===== src/rtl/uart_ascii_pkg.sv =====
// ASCII constants and hex-digit helpers shared by the UART result-line
// receiver and the matching TX-side sender.
package uart_ascii_pkg;

  localparam logic [7:0] ASCII_CR = 8'h0D;
  localparam logic [7:0] ASCII_LF = 8'h0A;

  // Returns {is_hex, nib}; nib is 0 when the byte is not a hex digit.
  function automatic logic [4:0] hex_nibble(input logic [7:0] b, input logic allow_lower);
    logic [7:0] d;
    logic [4:0] r;
    r = '0;
    d = '0;
    if (b >= 8'h30 && b <= 8'h39) begin
      d = b - 8'h30;
      r = {1'b1, d[3:0]};
    end else if (b >= 8'h41 && b <= 8'h46) begin
      d = b - 8'h37;
      r = {1'b1, d[3:0]};
    end else if (allow_lower && b >= 8'h61 && b <= 8'h66) begin
      d = b - 8'h57;
      r = {1'b1, d[3:0]};
    end
    return r;
  endfunction

  function automatic logic [7:0] hex_char(input logic [3:0] nib);
    return (nib < 4'd10) ? (8'h30 + {4'h0, nib}) : (8'h37 + {4'h0, nib});
  endfunction

endpackage


===== src/rtl/result_line_receiver.sv =====
// Parses "RES:XXXXXXXX\r\n" from a UART RX byte stream and publishes the
// 32-bit value with a one-cycle strobe; malformed frames are flagged once.
module result_line_receiver
  import uart_ascii_pkg::*;
#(
  parameter logic [31:0] PREFIX      = 32'h5245_533A,
  parameter bit          ALLOW_LOWER = 1'b1
) (
  input  logic        clk,
  input  logic        rst,
  input  logic [7:0]  rx_data,
  input  logic        rx_valid,
  output logic [31:0] value,
  output logic        value_valid,
  output logic        frame_err,
  output logic        in_frame
);

  typedef enum logic [2:0] {MATCH, HEX, EXP_CR, EXP_LF, DISCARD} state_t;

  state_t      state;
  logic [2:0]  idx;
  logic [31:0] shreg;
  logic [7:0]  pfx_byte;
  logic [4:0]  dec;

  always_comb begin
    pfx_byte = PREFIX[31:24];
    case (idx[1:0])
      2'd0: pfx_byte = PREFIX[31:24];
      2'd1: pfx_byte = PREFIX[23:16];
      2'd2: pfx_byte = PREFIX[15:8];
      2'd3: pfx_byte = PREFIX[7:0];
      default: pfx_byte = PREFIX[31:24];
    endcase
  end

  assign dec      = hex_nibble(rx_data, ALLOW_LOWER);
  assign in_frame = (state == HEX) || (state == EXP_CR) ||
                    (state == EXP_LF) || (state == DISCARD);

  always_ff @(posedge clk) begin
    if (rst) begin
      state       <= MATCH;
      idx         <= '0;
      shreg       <= '0;
      value       <= '0;
      value_valid <= 1'b0;
      frame_err   <= 1'b0;
    end else begin
      value_valid <= 1'b0;
      frame_err   <= 1'b0;
      case (state)
        MATCH: if (rx_valid) begin
          if (rx_data == pfx_byte) begin
            if (idx == 3'd3) begin
              idx   <= '0;
              state <= HEX;
            end else begin
              idx <= idx + 3'd1;
            end
          end else begin
            // A stray tag-start byte may begin a real frame: restart on it.
            idx <= (rx_data == PREFIX[31:24]) ? 3'd1 : 3'd0;
          end
        end
        HEX: if (rx_valid) begin
          if (dec[4]) begin
            shreg <= {shreg[27:0], dec[3:0]};
            if (idx == 3'd7) begin
              idx   <= '0;
              state <= EXP_CR;
            end else begin
              idx <= idx + 3'd1;
            end
          end else begin
            idx       <= '0;
            frame_err <= 1'b1;
            state     <= DISCARD;
          end
        end
        EXP_CR: if (rx_valid) begin
          if (rx_data == ASCII_CR) begin
            state <= EXP_LF;
          end else if (rx_data == ASCII_LF) begin
            value       <= shreg;
            value_valid <= 1'b1;
            state       <= MATCH;
          end else begin
            frame_err <= 1'b1;
            state     <= DISCARD;
          end
        end
        EXP_LF: if (rx_valid) begin
          if (rx_data == ASCII_LF) begin
            value       <= shreg;
            value_valid <= 1'b1;
            state       <= MATCH;
          end else begin
            frame_err <= 1'b1;
            state     <= DISCARD;
          end
        end
        DISCARD: if (rx_valid && rx_data == ASCII_LF) begin
          idx   <= '0;
          state <= MATCH;
        end
        default: begin
          idx   <= '0;
          state <= MATCH;
        end
      endcase
    end
  end

endmodule


===== config.mk =====
export PLATFORM = sky130hd
export DESIGN_NAME = result_line_receiver
export DESIGN_NICKNAME = d
export VERILOG_FILES = /design/src/rtl/uart_ascii_pkg.sv /design/src/rtl/result_line_receiver.sv
export SDC_FILE = /design/constraint.sdc
export NUM_CORES = 1
export LEC_CHECK = 0
export ABC_AREA = 1
export BUFFER_PORTS_ARGS = -buffer_cell sky130_fd_sc_hd__clkbuf_2
export CAP_MARGIN = 20
export CORE_UTILIZATION = 52
export CTS_CLUSTER_DIAMETER = 200
export CTS_CLUSTER_SIZE = 12
export DETAILED_ROUTE_END_ITERATION = 6
export PLACE_DENSITY = 0.79
export REMOVE_ABC_BUFFERS = 1
export SLEW_MARGIN = 20
export SYNTH_ARGS = -nofsm -noshare
export SYNTH_HDL_FRONTEND = slang
export SYNTH_SLANG_ARGS = --single-unit

===== constraint.sdc =====
create_clock -name clk -period 3.55 [get_ports clk]
set_input_delay 0.71 -clock clk [delete_from_list [all_inputs] [get_ports clk]]
set_output_delay 0.71 -clock clk [all_outputs]
set_load 0.005 [all_outputs]

* Yosys cells after proc, flatten, opt, wreduce, memory -nomap -nowiden
Cells that the tools add are included.
** Storage, ports and cells
- Bits in registers :: 72
- Bits of input ports :: 11
- Output and inout port bits :: 35
- Logic and storage cells :: 95
** Operators by class
- Add/subtract/negate cells :: 4
- Order comparisons :: 6
- Eq/ne operators :: 22
- Muxes and demuxes :: 41
- Bitwise operators :: 1
- Reduce and logical (&&, ||, !) cells :: 15
** Operators with widths (number)
- 32-bit two-way mux :: 4
- 32-bit case mux with 2 select lines :: 1
- 3-bit two-way mux :: 17
- 8-bit case mux with 4 select lines :: 1
- 8-bit by 4-bit == test with 1-bit output, second input constant :: 2
- 8-bit by 7-bit >= comparator with 1-bit output, second input constant :: 2
- 8-bit by 7-bit <= comparator with 1-bit output, second input constant :: 2
- 5-bit two-way mux :: 3
- 3-bit case mux with 5 select lines :: 1
- 2-bit inequality test, second input constant :: 7
- 3-bit case mux with 4 select lines :: 1
- 1-bit two-way mux :: 11
- 3-bit by 2-bit == test with 1-bit output, second input constant :: 3
- 8-bit by 7-bit == test with 1-bit output, second input constant :: 1
- 8-bit == test :: 1
- 8-bit by 6-bit >= comparator with 1-bit output, second input constant :: 1
- 8-bit by 6-bit <= comparator with 1-bit output, second input constant :: 1
- 4-bit AND reduction :: 2
- 8-bit AND reduction :: 1
- 4-bit by 3-bit subtractor with 4-bit output, second input constant :: 2
- 3-bit == test, second input constant :: 2
- 2-bit == test, second input constant :: 2
- 1-bit logical AND :: 4
- 4-bit by 1-bit subtractor with 4-bit output, second input constant :: 1
- other kinds (14) :: 16

* Depth between registers and ports, before layout
Gate-level depths: netlist of the first run.
- Word-level depth :: 8
- Gate-level depth with buffers :: 13
- Mapped depth without buffers :: 13

* Worst setup path after synthesis of the first run
No wires, ideal clock.
- Kind :: input to register
- From :: in rx_data[0]
- To :: reg shreg[1]
- Setup time :: 0.116 ns
- Arrival time :: 1.839 ns
- Slack :: 1.595 ns
- Stages on the path :: 10
- Cells stage by stage :: inv_1 > ha_1 > o21ai_1 > nand2_1 > nand2_2 > nand2_4 > nand3_4 > inv_4 > buf_4 > o211a_1
** Between the ends
- Longest elaborated chain between the ends :: 6
- Elaborated cells between the ends (all ways) :: 16
** RTL lines
- start: declaration :: RTL line result_line_receiver.sv:11 : input logic [7:0] rx_data,
- 8-bit by 7-bit >= comparator with 1-bit output / 8-bit by 7-bit <= comparator with 1-bit output (equally long branches) :: RTL line uart_ascii_pkg.sv:20 : end else if (allow_lower && b >= 8'h61 && b <= 8'h66) begin
- 1-bit logical AND :: RTL line uart_ascii_pkg.sv:20
- 5-bit two-way mux :: RTL line uart_ascii_pkg.sv:20
- 5-bit two-way mux :: RTL line uart_ascii_pkg.sv:17 : end else if (b >= 8'h41 && b <= 8'h46) begin
- 5-bit two-way mux * :: RTL line uart_ascii_pkg.sv:14 : if (b >= 8'h30 && b <= 8'h39) begin
- 3-bit AND reduction (no source line)
- end signal: assignment :: RTL line result_line_receiver.sv:69 : shreg <= {shreg[27:0], dec[3:0]};
- end: declaration :: RTL line result_line_receiver.sv:23 : logic [31:0] shreg;
Every way passes the cells marked *; elsewhere a longest branch is shown, timed or not.
A chain may end at the register's enable or synchronous reset.

* Worst setup path after layout of the first run
- From :: in rx_data[0]
- To :: reg value[22]
** Between the ends
- Longest elaborated chain between the ends :: 5
- Elaborated cells between the ends (all ways) :: 9
** RTL lines
- 8-bit by 4-bit == test with 1-bit output :: RTL line result_line_receiver.sv:85, result_line_receiver.sv:95
- 32-bit two-way mux (3 in a row)
- 32-bit case mux with 2 select lines
- end signal: assignment :: RTL line result_line_receiver.sv:86 : value <= shreg;
- end signal: assignment :: RTL line result_line_receiver.sv:96 : value <= shreg;
- end: declaration :: RTL line result_line_receiver.sv:13 : output logic [31:0] value,
Parallel ways exist; a longest one is shown, timed or not. The select of a mux whose other input is x is not followed.

==> impl_results.md, run 1 <==
- Slew margin rel.: 40.75%
- Number of synthesized flops with an enable pin: 0
- CP peak stage delay: 0.47 ns
- Worst Setup End Kind: flop
- Inst Count DP: 515
- Die width: 79.65 µm
- Mapped cell area: 3136 µm²
- Worst Skew: 0.007927 ns
- Final non-filler cell area: 3565 µm²
- CTS tree: built
- CP max FO: 34
- Setup WS pre-CTS: 0.7777 ns
- Final Setup Violations: 0
- H-tree Lvls: 3
- Final core occ: 63.18%
- Most frequent cell after synthesis: dfxtp_1
- Total gr overflow: 0
- Power density over cell area: 472.1 nW/µm²
- Clock buffer depth: 2
- WP data arrival: 2.61 ns
- Critical path type: primary input to flop
- DR iter-0 viols: 110
- Post-Layout Cell Count: 531
- Fin nets: 475
- Area of the multi-input gates: 1315 µm²
- Initial antenna violation count: 0
- Root buf cell: clkbuf_8
- Post-synthesis compound-gate area fraction: 21.55%
- WP buf/inv: 3
- Largest family of logic cells by synthesized area: compound AO/OA/AOI/OAI gates
- Vias in the first global route: 2381
- Placed inst area: 3344 µm²
- Post-Route Setup TNS: 0 ns
- Synth Area in Simple Gates: 15.68%
- Hold Crit Class: flop to flop
- Fillers: 490
- Initial core utilization: 55.58%
- Die ar.: 6344 µm²
- CP delay by family, top: simple AND/OR/NAND/NOR gates
- Die H: 79.65 µm
- Antenna diode count: 0
- Worst hold slack: 0.4452 ns
- Detailed-route via count: 2619
- Post-synthesis mux area share: 0%
- Area delta synth->final: 13.69%
- Drt pass-1 iters: 4
- Ys async rst share: 0%
- Reg clk slew, reported paths: 0.07 ns
- First-pass GRT wire length: 10.16 mm
- Max-slew violation count: 0
- Lkg Pwr: 1.568 nW
- Worst Tran Pin Value: 0.8878 ns
- Port bufs: 45
- VDD IR max: 0.0003521 V
- # IOs: 46
- Startpoint Class: primary input
- Synth warnings: 0
- Top cells by area, synth: dfxtp_1, a21oi_1, o21ai_0
- Vias per inst: 4.932
- Post-synthesis sequential area ratio: 45.97%
- Total CTS buffers: 9
- WP data required: 3.78 ns
- RSZ-0062 raised after global routing: false
- Post-synthesis cell count: 418
- Slowest stage cell, crit path: nand3_2
- Ys flop type: dfxtp_1
- Cells along the critical path: clkbuf_2, inv_1, ha_1, nand3_1, nor2_1, nand3_2, buf_4, o21ai_0, a21oi_1
- Max-cap violations: 0
- Distinct cells, synth: 26
- Post_cts resized: 0
- Placeable Area: 5642 µm²
- Adder-cell area share of the yosys netlist: 3.990%
- Post-synthesis xor/xnor area fraction: 0.5587%
- Clk Latency, worst-skew pair: 0.34 ns
- Layout cell share with drive strength beyond 1: 15.69%
- Final Hold Viols: 0
- Leading area contributor after synthesis: dfxtp_1
- Fmax achieved: 0.4191 GHz
- Status: finished, final reports clean
- Total Power: 1.683 mW
- GRT Overall Usage: 20.56%
- Post-CTS setup buffer count: 0
- Gp weighted congestion: 0.8509
- Post-DRT Antenna Nets: 0
- WL per Instance: 10.91 µm
- Crit path setup slack, layout: 1.164 ns
- Synth cell count leaders: dfxtp_1, a21oi_1, inv_1
- Sequential Area: 1441 µm²
- FF+latch count, synth: 72
- Largest net degree at the start of global routing: 41
- Num rows: 27
- Synthesized area per cell: 7.501 µm²
- Clock sinks: 72
- Synth top area share: 45.97%
- Cts hold-fix bufs: 0
- # DRC: 0
- HPWL after DPL: 3.893 mm
- Final Cycle Share: 67.22%
- Wirelength, routed: 5.794 mm
- Crit path time final: 2.386 ns
## cell families (layout without fill, tap and decap cells)
| kind of cell | count (synthesis) | after routing |
|---|---|---|
| AO/OA/AOI/OAI | 134 | 134 |
| AND/OR/NAND/NOR | 110 | 110 |
| buffers and inverters | 90 | 131 |
| flip-flops | 72 | 72 |
| adder cells (fa/ha/maj) | 10 | 10 |
| XOR/XNOR | 2 | 2 |
## state kept, by name, indices dropped and copies added (netlist names)
| register | count |
|---|---|
| value_valid | 1 |
| state | 3 |
| shreg | 32 |
| value | 32 |
| frame_err | 1 |
| idx | 3 |
## metal layers
metal / track usage, % / part of all wire [%] / vias up
met5: 0 / 0 / -
met4: 8.000 / 1.5 / 0
met3: 6.971 / 3.4 / 10
met2: 33.33 / 47 / 46
met1: 24.93 / 48 / 1138
li1: - / - / 1425
## cell usage in the layout (no fill, tap or decap), drive strengths merged
cell type  instances
nor2              34
nand4              3
inv               69
or2                2
o21ai             67
nand2             45
ha                10
a21oi             66
clkbuf            56
nor3               3
nand3             22
buf                2
clkinv             2
bufinv             2
o211a              1
xor2               2
dfxtp             72
and2               1
## power by group
group	internal, mW	switching (mW)
clock network	0.415	0.298
logic	0.0487	0.0971
registers	0.818	0.00617
## worst reg2reg max path, delay by kind of cell (launching register included)
family | cells | cell delay [ns]
and+or+nand+nor | 3 | 0.72
buffers and inverters | 2 | 0.48
DFF | 1 | 0.36
AOI/OAI and AO/OA | 2 | 0.34
## area by class of cell
cell class              count  share of cell area, %
clock inverters             5                  2.211
multi-input cells         256                  36.89
inverters                  68                  7.231
well taps                  72                  2.527
repair buffers             47                  6.739
clock buffers              11                  3.966
flip-flops and latches     72                  40.44
## final timing paths
| check | start | to | slack, ns | cells past startpoint |
|---|---|---|---|---|
| max | rx_data[0] | value[22]$_SDFFE_PP0P_ | 1.16 | 9 |
| min | value[30]$_SDFFE_PP0P_ | value[30]$_SDFFE_PP0P_ | 0.45 | 2 |
| max reg2reg | state[2]$_SDFFE_PP0P_ | shreg[15]$_SDFFE_PP0P_ | 1.59 | 7 |
| min reg2reg | value[30]$_SDFFE_PP0P_ | value[30]$_SDFFE_PP0P_ | 0.45 | 2 |
Power figures use the tool's default switching activity.
==> run 2, diff against run 1 <==
Settings changed: CORE_UTILIZATION 52 to 51, PLACE_DENSITY 0.79 to 0.8.
Clock period 3.55 ns to 2 ns, I/O delays scaled along.
==> run 2 against run 1 <==
Effect of this change:
- die area is 1.9% higher
- count of clock-buffer cells in the layout is 1 lower
- critical path depth is 3 lower
- sequential cell count stayed put
- final cell count is 1.3% higher
- setup slack worse by 0.96 ns
==> impl_results.md, run 2 (same netlist as run 1, synthesis figures left out) <==
- Worst Tran Pin Value: 0.4280 ns (was 0.8878 ns)
- Gp weighted congestion: 0.9853 (was 0.8509)
- Root buf cell: clkbuf_8 (unchanged)
- Total CTS buffers: 9 (unchanged)
- R2r worst-path depth: 13 (was 7)
- HPWL after DPL: 3.976 mm (was 3.893 mm)
- Num rows: 28 (was 27)
- Initial core utilization: 52.96% (was 55.58%)
- Startpoint Class: flop (was primary input)
- Cells along the critical path: inv_1, nand2_1, inv_1, nor2_1, or2_2, clkbuf_2 (was clkbuf_2, inv_1, ha_1, nand3_1, nor2_1, nand3_2, buf_4, o21ai_0, a21oi_1)
- # DRC: 0 (unchanged)
- CTS tree: built (unchanged)
- Commonest cells after routing, fill and taps aside: dfxtp_1, inv_1, a21oi_1 (unchanged)
- Critical path type: flop to output port (was primary input to flop)
- DR iter-0 viols: 187 (was 110)
- Worst Setup End Kind: output port (was flop)
- Detailed-route via count: 2724 (was 2619)
- Most common cell after layout, fill and taps aside: dfxtp_1 (unchanged)
- Area delta synth->final: 15.00% (was 13.69%)
- Clock buffer depth: 2 (unchanged)
- Lkg Pwr: 1.577 nW (was 1.568 nW)
- CP peak stage delay: 0.30 ns (was 0.47 ns)
- Worst Hold Depth: 2 (unchanged)
- Slowest stage cell, crit path: dfxtp_1 (was nand3_2)
- Drt pass-1 iters: 5 (was 4)
- GRT Overall Usage: 19.50% (was 20.56%)
- Vias in the first global route: 2330 (was 2381)
- Vias per inst: 5.063 (was 4.932)
- Antenna diode count: 0 (unchanged)
- Die width: 80.41 µm (was 79.65 µm)
- Clock sinks: 72 (unchanged)
- WL per Instance: 10.96 µm (was 10.91 µm)
- Final core occ: 60.90% (was 63.18%)
- Final Cycle Share: 89.81%
- CP max FO: 6 (was 34)
- WP data arrival: 1.40 ns (was 2.61 ns)
- Total gr overflow: 0 (unchanged)
- Post-DRT Antenna Nets: 0 (unchanged)
- Die H: 80.41 µm (was 79.65 µm)
- First-pass GRT wire length: 9.832 mm (was 10.16 mm)
- Post-CTS setup buffer count: 0 (unchanged)
- Crit path time final: 1.796 ns
- Cts hold-fix bufs: 0 (unchanged)
- Slew margin rel.: 71.36% (was 40.75%)
- Clk Latency, worst-skew pair: 0.34 ns (about the same)
- Reg clk slew, reported paths: 0.08 ns (was 0.07 ns)
- Placeable Area: 5921 µm² (was 5642 µm²)
- Final non-filler cell area: 3606 µm² (was 3565 µm²)
- Largest net degree at the start of global routing: 68 (was 41)
- Final Hold Viols: 0 (unchanged)
- H-tree Lvls: 3 (unchanged)
- Post-Route Setup TNS: 0 ns (unchanged)
- Layout cell share with drive strength beyond 1: 16.63% (was 15.69%)
- Max-cap violations: 0 (unchanged)
- Worst Skew: 0.007870 ns (was 0.007927 ns)
- Placed inst area: 3403 µm² (was 3344 µm²)
- RSZ-0062 raised after global routing: false (unchanged)
- Power density over cell area: 793.2 nW/µm² (was 472.1 nW/µm²)
- Status: finished, final reports clean (unchanged)
- Final Setup Violations: 0 (unchanged)
- VDD IR max: 0.0005646 V (was 0.0003521 V)
- Crit path setup slack, layout: 0.2037 ns (was 1.164 ns)
- Hold Crit Class: primary input to flop (was flop to flop)
- Setup WS pre-CTS: 0.03214 ns (was 0.7777 ns)
- Max-slew violation count: 0 (unchanged)
- Initial antenna violation count: 0 (unchanged)
- WP data required: 1.60 ns (was 3.78 ns)
- Biggest regs: shreg (32), value (32) (unchanged)
- Fin nets: 479 (was 475)
- Die ar.: 6466 µm² (was 6344 µm²)
- Port bufs: 45 (unchanged)
- # IOs: 46 (unchanged)
- Most used cell, CP: inv_1
- Wirelength, routed: 5.895 mm (was 5.794 mm)
- Fmax achieved: 0.5567 GHz
==> run 2: repair_timing <==
action	CTS	global route
endpoints found under the hold margin	0	0
gates resized for setup	0	2
endpoints found under the setup margin	0	4
==> run 2: cell type report <==
cell class	instances	area [µm²]
Fill cell	568	2315
Sequential cell	72	1441
Multi-Input combinational cell	256	1323
Timing Repair Buffer	51	295.3
Inverter	68	257.7
Clock buffer	10	127.6
Tap cell	75	93.84
Clock inverter	6	67.56
==> run 2: per-stage QoR <==
stage                     hold slack [ns]  power [mW]  instances
after floorplan                    0.4421       1.678        396
after detailed placement           0.4345       1.763        522
after CTS                          0.3063       2.881        538
after global routing               0.3097       2.987        538
after global placement             0.4330       1.758        522
final                              0.3051       2.860        538
==> run 2: critical path, delay by kind of cell (launching register included) <==
kind | cells | cell delay (ns)
flip-flops | 1 | 0.30
buffers and inverters | 3 | 0.32
AND/OR/NAND/NOR | 3 | 0.42
==> run 2: path summary, 6_finish.rpt <==
path	startpoint	to	slack, ns
setup / recovery	state[1]$_SDFFE_PP0P_	in_frame	0.20
setup reg to reg	idx[1]$_SDFFE_PP0P_	state[0]$_SDFFE_PP0P_	0.25
hold reg to reg	value[31]$_SDFFE_PP0P_	value[31]$_SDFFE_PP0P_	0.44
hold / removal	rst	idx[1]$_SDFFE_PP0P_	0.31
==> run 2: routing by layer <==
metal	track usage, %	vias up	share of wire, %
met1	22.76	1204	46
met3	5.795	13	5.6
met5	0	-	0
met4	8.571	0	1.8
met2	32.80	76	47
li1	-	1431	-
==> run 2: where the power goes <==
group	switching, mW	internal, mW
Combinational	0.182	0.0915
Clock	0.540	0.582
Sequential	0.0121	1.45
